==> config.mk <==
export PLATFORM = sky130hd
export DESIGN_NAME = otp_stream_ctrl
export DESIGN_NICKNAME = d
export VERILOG_FILES = /design/src/rtl/otp_stream_ctrl.sv
export SDC_FILE = /design/constraint.sdc
export NUM_CORES = 1
export LEC_CHECK = 0
export ABC_AREA = 1
export CORE_UTILIZATION = 30
export CTS_CLUSTER_SIZE = 16
export DETAILED_ROUTE_END_ITERATION = 7
export GPL_ROUTABILITY_DRIVEN = 1
export PLACE_DENSITY_LB_ADDON = 0.05
export REMOVE_ABC_BUFFERS = 1
export SYNTH_ARGS = -nofsm -noshare
export SYNTH_HDL_FRONTEND = slang
export SYNTH_SLANG_ARGS = --single-unit
==> constraint.sdc <==
create_clock -name clk -period 1.7 [get_ports clk]
set_input_delay 0.51 -clock clk [delete_from_list [all_inputs] [get_ports clk]]
set_output_delay 0.51 -clock clk [all_outputs]
set_load 0.005 [all_outputs]
==> src/rtl/otp_stream_ctrl.sv <==
// OTP key-stream controller: seeds the key shifter, arbitrates two requesters and returns data ^ key.
// Optional build macro OTP_CTRL_ROUND_ROBIN_EN selects round-robin arbitration (default: fixed priority).
`ifndef MSG_SIZE
`define MSG_SIZE 32
`endif

module otp_stream_ctrl #(
  parameter int REKEY_LIMIT = 16
) (
  input  logic                 clk,
  input  logic                 reset,
  input  logic                 seed_valid,
  input  logic [7:0]           seed,
  output logic                 seed_ready,
  input  logic                 req0_valid,
  input  logic [`MSG_SIZE-1:0] req0_data,
  output logic                 req0_ready,
  input  logic                 req1_valid,
  input  logic [`MSG_SIZE-1:0] req1_data,
  output logic                 req1_ready,
  output logic                 out_valid,
  output logic [`MSG_SIZE-1:0] out_data,
  output logic                 out_id,
  input  logic                 out_ready,
  output logic                 key_load,
  output logic [7:0]           key_seed,
  output logic                 key_shift,
  input  logic [`MSG_SIZE-1:0] key_in,
  output logic                 rekey_needed,
  output logic                 busy
);

  localparam int CW = $clog2(REKEY_LIMIT + 1);

  typedef enum logic [2:0] {
    IDLE, LOAD, SETTLE, READY, OUT, SHIFT, EXHAUSTED
  } state_e;

  state_e                 state_q, state_d;
  logic [7:0]             key_seed_q, key_seed_d;
  logic [`MSG_SIZE-1:0]   out_data_q, out_data_d;
  logic                   out_id_q, out_id_d;
  logic [CW-1:0]          msg_count_q, msg_count_d;
  logic                   seed_hs, req_hs, grant0, grant1, tie_to_1;

`ifdef OTP_CTRL_ROUND_ROBIN_EN
  logic last_grant_q, last_grant_d;

  // Resets to 1 so requester 0 wins the very first tie.
  always_ff @(posedge clk or negedge reset) begin
    if (!reset) last_grant_q <= 1'b1;
    else        last_grant_q <= last_grant_d;
  end

  always_comb begin
    last_grant_d = last_grant_q;
    if (req_hs) last_grant_d = req1_ready;
  end

  assign tie_to_1 = ~last_grant_q;
`else
  assign tie_to_1 = 1'b0;
`endif

  always_ff @(posedge clk or negedge reset) begin
    if (!reset) begin
      state_q     <= IDLE;
      key_seed_q  <= '0;
      out_data_q  <= '0;
      out_id_q    <= 1'b0;
      msg_count_q <= '0;
    end else begin
      state_q     <= state_d;
      key_seed_q  <= key_seed_d;
      out_data_q  <= out_data_d;
      out_id_q    <= out_id_d;
      msg_count_q <= msg_count_d;
    end
  end

  // A pending seed in READY suppresses all grants so the reload wins cleanly.
  always_comb begin
    seed_ready = (state_q == IDLE) || (state_q == READY) || (state_q == EXHAUSTED);
    seed_hs    = seed_ready && seed_valid;
    grant1     = req1_valid && (!req0_valid || tie_to_1);
    grant0     = req0_valid && !grant1;
    req0_ready = (state_q == READY) && !seed_valid && grant0;
    req1_ready = (state_q == READY) && !seed_valid && grant1;
    req_hs     = (req0_ready && req0_valid) || (req1_ready && req1_valid);
  end

  always_comb begin
    state_d     = state_q;
    key_seed_d  = key_seed_q;
    out_data_d  = out_data_q;
    out_id_d    = out_id_q;
    msg_count_d = msg_count_q;
    unique case (state_q)
      IDLE, EXHAUSTED: if (seed_hs) state_d = LOAD;
      LOAD:            state_d = SETTLE;
      SETTLE:          state_d = READY;
      READY: begin
        if (seed_hs) begin
          state_d = LOAD;
        end else if (req_hs) begin
          state_d    = OUT;
          out_data_d = req1_ready ? (req1_data ^ key_in) : (req0_data ^ key_in);
          out_id_d   = req1_ready;
        end
      end
      OUT:             if (out_ready) state_d = SHIFT;
      SHIFT: begin
        msg_count_d = msg_count_q + CW'(1);
        state_d     = (msg_count_d == CW'(REKEY_LIMIT)) ? EXHAUSTED : READY;
      end
      default:         state_d = IDLE;
    endcase
    if (seed_hs) begin
      key_seed_d  = seed;
      msg_count_d = '0;
    end
  end

  assign out_valid    = (state_q == OUT);
  assign out_data     = out_data_q;
  assign out_id       = out_id_q;
  assign key_load     = (state_q == LOAD);
  assign key_shift    = (state_q == SHIFT);
  assign key_seed     = key_seed_q;
  assign rekey_needed = (state_q == EXHAUSTED);
  assign busy         = (state_q == LOAD) || (state_q == SETTLE) ||
                        (state_q == OUT)  || (state_q == SHIFT);

endmodule

Word-level counts from Yosys, hierarchy flattened
Index checks and enable logic that the tools add are counted.
W data, S select, Z words.

word-level totals
  input bits = 110
  bits in registers = 49
  logic and storage cells = 50
  output and inout port bits = 49

cells by class
  reductions and logical operators = 22
  equal/unequal tests = 10
  add/sub/neg operators = 1
  muxes and demuxes = 9
  bitwise logic cells = 3

operators with widths
  operator               count
  $xor A32 B32 Y32       2
  $mux W32               1
  $pmux W3 S6            1
  $mux W3                5
  $mux W5                2
  $eq A3 B3 Y1 const B   3
  $logic_and A1 B1 Y1    8
  $eq A3 B2 Y1 const B   2
  $logic_or A1 B1 Y1     6
  $reduce_and A3 Y1      2
  $add A5 B1 Y5 const B  1
  $eq A5 B5 Y1 const B   1
  $eq A3 B1 Y1 const B   1
  $logic_not A1 Y1       3
  $logic_not A3 Y1       1
  $ne A3 B3 Y1 const B   1
  $ne A2 B1 Y1 const B   1
  $ne A2 B2 Y1 const B   1
  $reduce_bool A2 Y1     1
  $reduce_or A2 Y1       1
  $not A1 Y1             1

Depth between registers and ports, before layout
  depth after elaboration = 10
  depth in mapped cells = 11
  gate-level depth less buffers = 9

Worst setup path after synthesis
No wires, ideal clock.

  kind = register to output
  start point = reg state_q[2]
  end point = out req0_ready
  data required time = 1190 ps
  arrival = 1105 ps
  path buffers = 2
  path slack = 85 ps
  stages on the path, launching flop included = 8
  cells stage by stage = dfrtp_1 buf_4 inv_2 nand3_4 nor2_8 buf_4 inv_1 nor2_1

on the way
  longest elaborated chain between the ends = 3

RTL lines
  element                           RTL line  source
  from (decl)                       39        state_e state_q, state_d;
  from (signal assigned)            73        state_q <= state_d;
  $eq A3 B2 Y1                      87        req0_ready = (state_q == READY) && !seed_valid && grant0;
  $logic_and A1 B1 Y1 (2 in a row)  87
  to (decl)                         17        output logic req0_ready,

No other way between the ends.

Final worst setup path
  start point = reg state_q[1]
  end point = out busy

on the way
  longest elaborated chain between the ends = 4
  elaborated cells on any way between the ends = 7
  those cells by class = eq/ne (4); reduce/logical (3)

RTL lines
  element                                       RTL line  source
  $eq A3 B1 Y1 or $eq A3 B2 Y1 (tied branches)  131       assign busy = (state_q == LOAD) || (state_q == SETTLE) ||
  $logic_or A1 B1 Y1 (2 in a row)               131
  $logic_or A1 B1 Y1 *                          132       (state_q == OUT) || (state_q == SHIFT);
  to (decl)                                     30        output logic busy

Mark *: on every way between the ends. The rest lies on a longest branch, timed or not.

==> results.py <==
metrics = {
    "outcome": {
        "status": "finished with violations",
        "violations": "setup timing",
    },
    "floorplan": {
        "start_util": 0.311,
        "die_x_um": 106,
        "core_mm2": 0.0104,
        "rows": 37,
        "die_y_um": 106,
        "pin_count": 159,
        "dieArea_mm2": 0.0112,
    },
    "route": {
        "vias": 3561,
        "ant_nets": 0,
        "totalWireLength_um": 9830,
        "drcViolationCount": 0,
        "dr.first_iter.drc_count": 114,
        "vias_per_cell": 4.36,
        "wl_met3_um": 644,
        "top_layer": "met4",
        "detail_route.wl_per_cell_um": 12.0,
        "wl_met1_um": 4130,
        "wl_met2_um": 4980,
        "drt-pass1-iter-count": 4,
    },
    "finish": {
        "n_fill_cell": 1049,
        "drive_gt1_frac": 0.140,
        "layout.nets": 791,
        "post-route-util": 0.525,
        "area_growth_pct": 68.5,
        "instances_no_fill": 816,
        "post-route-cell-area_mm2": 0.00544,
        "diodes": 0,
    },
    "logic_synthesis": {
        "synth_seq_area_share": 0.380,
        "synthArstFlopShare": 1.00,
        "ys_dominant_reg_cell": "dfrtp_1",
        "synth_edf_count": 0,
        "yosysTopAreaCell": "dfrtp_1",
        "synth.area.top_cells": "dfrtp_1 (38%), nand2_1 (25%), nand3_1 (12%)",
        "yosysTopAreaCellShare": 0.380,
        "synth.avg_cell_area_um2": 6.70,
        "ys_ff_latch": 49,
        "syn-instance-count": 482,
        "syn-cell-area_mm2": 0.00323,
        "synth.distinct_cells": 25,
        "synth_warnings": 0,
    },
    "grt": {
        "grt_pass1_wl_um": 15900,
        "grt_pass1_vias": 3461,
        "grt_antenna_before_repair": 0,
        "grt_max_degree": 50,
        "grt_overflow": 0,
        "grt.total_usage": 0.178,
    },
    "clock_tree": {
        "cts.path.max_buffers": 2,
        "cts_buffers": 5,
        "cts_root_buf": "clkbuf_8",
        "ctsHtreeMaxLevel": 2,
        "cts_tree": "built",
        "cts.sinks": 49,
        "clock_latency_ns": 0.29,
        "path_clk_slew_ns": 0.09,
    },
    "setup_path": {
        "crit_required_ns": 1.19,
        "crit_path_start_kind": "register",
        "cp.arrival_ns": 1.35,
        "endpoint_kind": "output port",
        "crit_type": "register to output port",
        "cp_max_fo": 5,
    },
    "placed_design": {
        "place_congestion": 0.751,
        "dp_cells": 786,
        "placed_area_mm2": 0.00509,
        "dp_hpwl_um": 7080,
        "io_buffers": 158,
    },
    "sta": {
        "slew_viol_final": 0,
        "fin_crit_ns": 1.86,
        "skew_ns": 0.00401,
        "finalCritPeriodShare": 1.09,
        "worst_slew_pin_slew_ns": 0.397,
        "hold_viol_final": 0,
        "setup_ws_ns": -0.160,
        "final-setup-viol-count": 9,
        "rsz0062_at_grt": "yes",
        "slew_headroom": 0.735,
        "fmax_mhz": 538,
    },
    "power_and_ir_drop": {
        "p_int_w": 0.00400,
        "peakVddDrop_v": 0.000580,
        "combPwrFrac": 0.555,
        "fin_total_pwr_w": 0.00624,
        "p_sw_w": 0.00224,
        "clkPwrFrac": 0.130,
        "swShare": 0.359,
        "seq_power_share": 0.315,
        "p_leak_nw": 3.13,
        "p_per_area_mw_per_mm2": 1150,
    },
    "job": {
        "cap_violations": 0,
    },
    "min_path": {
        "hold_class": "input port to asynchronous set/reset pin",
    },
}
## sequential cells by signal (all words and copies together) (netlist names)
signal       flops
out_data        32
msg_count_q      5
state_q          3
key_seed         8
out_id           1
## logic make-up (layout without fill, tap and decap cells)
kind of cell	count (synthesis)	in the layout	synth area share
and+or+nand+nor	339	339	0.479
buffers and inverters	86	284	0.120
DFF	49	49	0.380
AOI/OAI and AO/OA	6	6	0.0151
adders and majority gates	1	1	0.00387
xor gates and xnor gates	1	1	0.00271
## cell usage after synthesis (2+ instances only)
cell type / n
nand2_1: 213
clkbuf_1: 3
nand3_1: 76
buf_2: 3
inv_1: 66
buf_4: 8
nor2_1: 9
a21oi_1: 3
inv_2: 2
buf_6: 4
nand4_1: 2
dfrtp_1: 49
nand3b_1: 32
## worst max-delay path, stage by stage, from the launching register on
cell and delay, ns:
dfrtp_2 0.48, buf_6 0.14, nor2_4 0.09, nand2_2 0.08, buf_6 0.12, nand2_2 0.04, buf_2 0.10
## per-stage QoR
step,hold slack [ns],TNS [ns],setup WS [ns]
after floorplan,0.214,-9.92,-0.476
after global placement,0.459,-17.55,-0.616
after detailed placement,0.463,-19.68,-0.660
after CTS,0.196,-2.53,-0.159
after global routing,0.210,-5.33,-0.216
final,0.181,-0.749,-0.160
## power by group through the flow
stage / combinational [W] / clock, W / sequential (W)
after floorplan: 0.00119 / 0 / 0.00203
after global placement: 0.00323 / 0 / 0.00198
after detailed placement: 0.00326 / 0 / 0.00199
after CTS: 0.00338 / 0.000840 / 0.00197
after global routing: 0.00384 / 0.000878 / 0.00203
final: 0.00346 / 0.000811 / 0.00197
## what timing repair did
| item | CTS | global route |
|---|---|---|
| setup endpoints to repair | 59 | 62 |
| gates resized for setup | 79 | 24 |
| hold buffers | 0 | 0 |
| hold endpoints to repair | 0 | 0 |
| gates cloned | 0 | 0 |
| pin swaps | 7 | 2 |
| setup buffers | 15 | 9 |
## per-layer routing
| metal | track usage | vias to the layer above |
|---|---|---|
| met5 | 0 | - |
| met4 | 0.0308 | 0 |
| met3 | 0.0445 | 6 |
| met2 | 0.329 | 87 |
| met1 | 0.208 | 1567 |
| li1 | - | 1901 |
## worst paths after layout
kind | startpoint | to | slack, ns | depth (start not counted)
worst max register to register | state_q[0] | out_data[12] | -0.03 | 11
min in group clk | out_id | out_id | 0.47 | 2
worst min-delay path | reset | state_q[1] | 0.18 | 2
worst max-delay path | state_q[1] | busy | -0.16 | 6
worst min register to register | out_id | out_id | 0.47 | 2
max in group asynchronous | reset | out_data[29] | 1.28 | 2
## cell usage in the layout (no fill, tap or decap), types with 2 or more instances in the layout
cell,count
nor2_4,4
nand4_1,2
dlygate4sd2_1,21
dlymetal6s2s_1,16
buf_2,9
inv_1,59
a21oi_1,3
clkdlybuf4s50_1,112
nor2_2,2
nand3_4,2
nand3b_1,32
nand2_2,3
nand2_4,2
buf_4,39
buf_6,9
nand2_1,209
dfrtp_1,48
nor2_1,5
nand3_1,74
buf_12,3
clkbuf_8,5
inv_2,9
## final cells by class
| type | count | area, µm² | area share |
|---|---|---|---|
| Clock buffer | 5 | 68.8 | 0.0126 |
| Clock inverter | 2 | 35.0 | 0.00644 |
| Inverter | 68 | 255 | 0.0469 |
| Multi-Input combinational cell | 347 | 1680 | 0.309 |
| Sequential cell | 49 | 1230 | 0.226 |
| Tap cell | 136 | 170 | 0.0313 |
| Timing Repair Buffer | 209 | 2000 | 0.368 |
No activity file was read; power rests on OpenSTA's default activity.
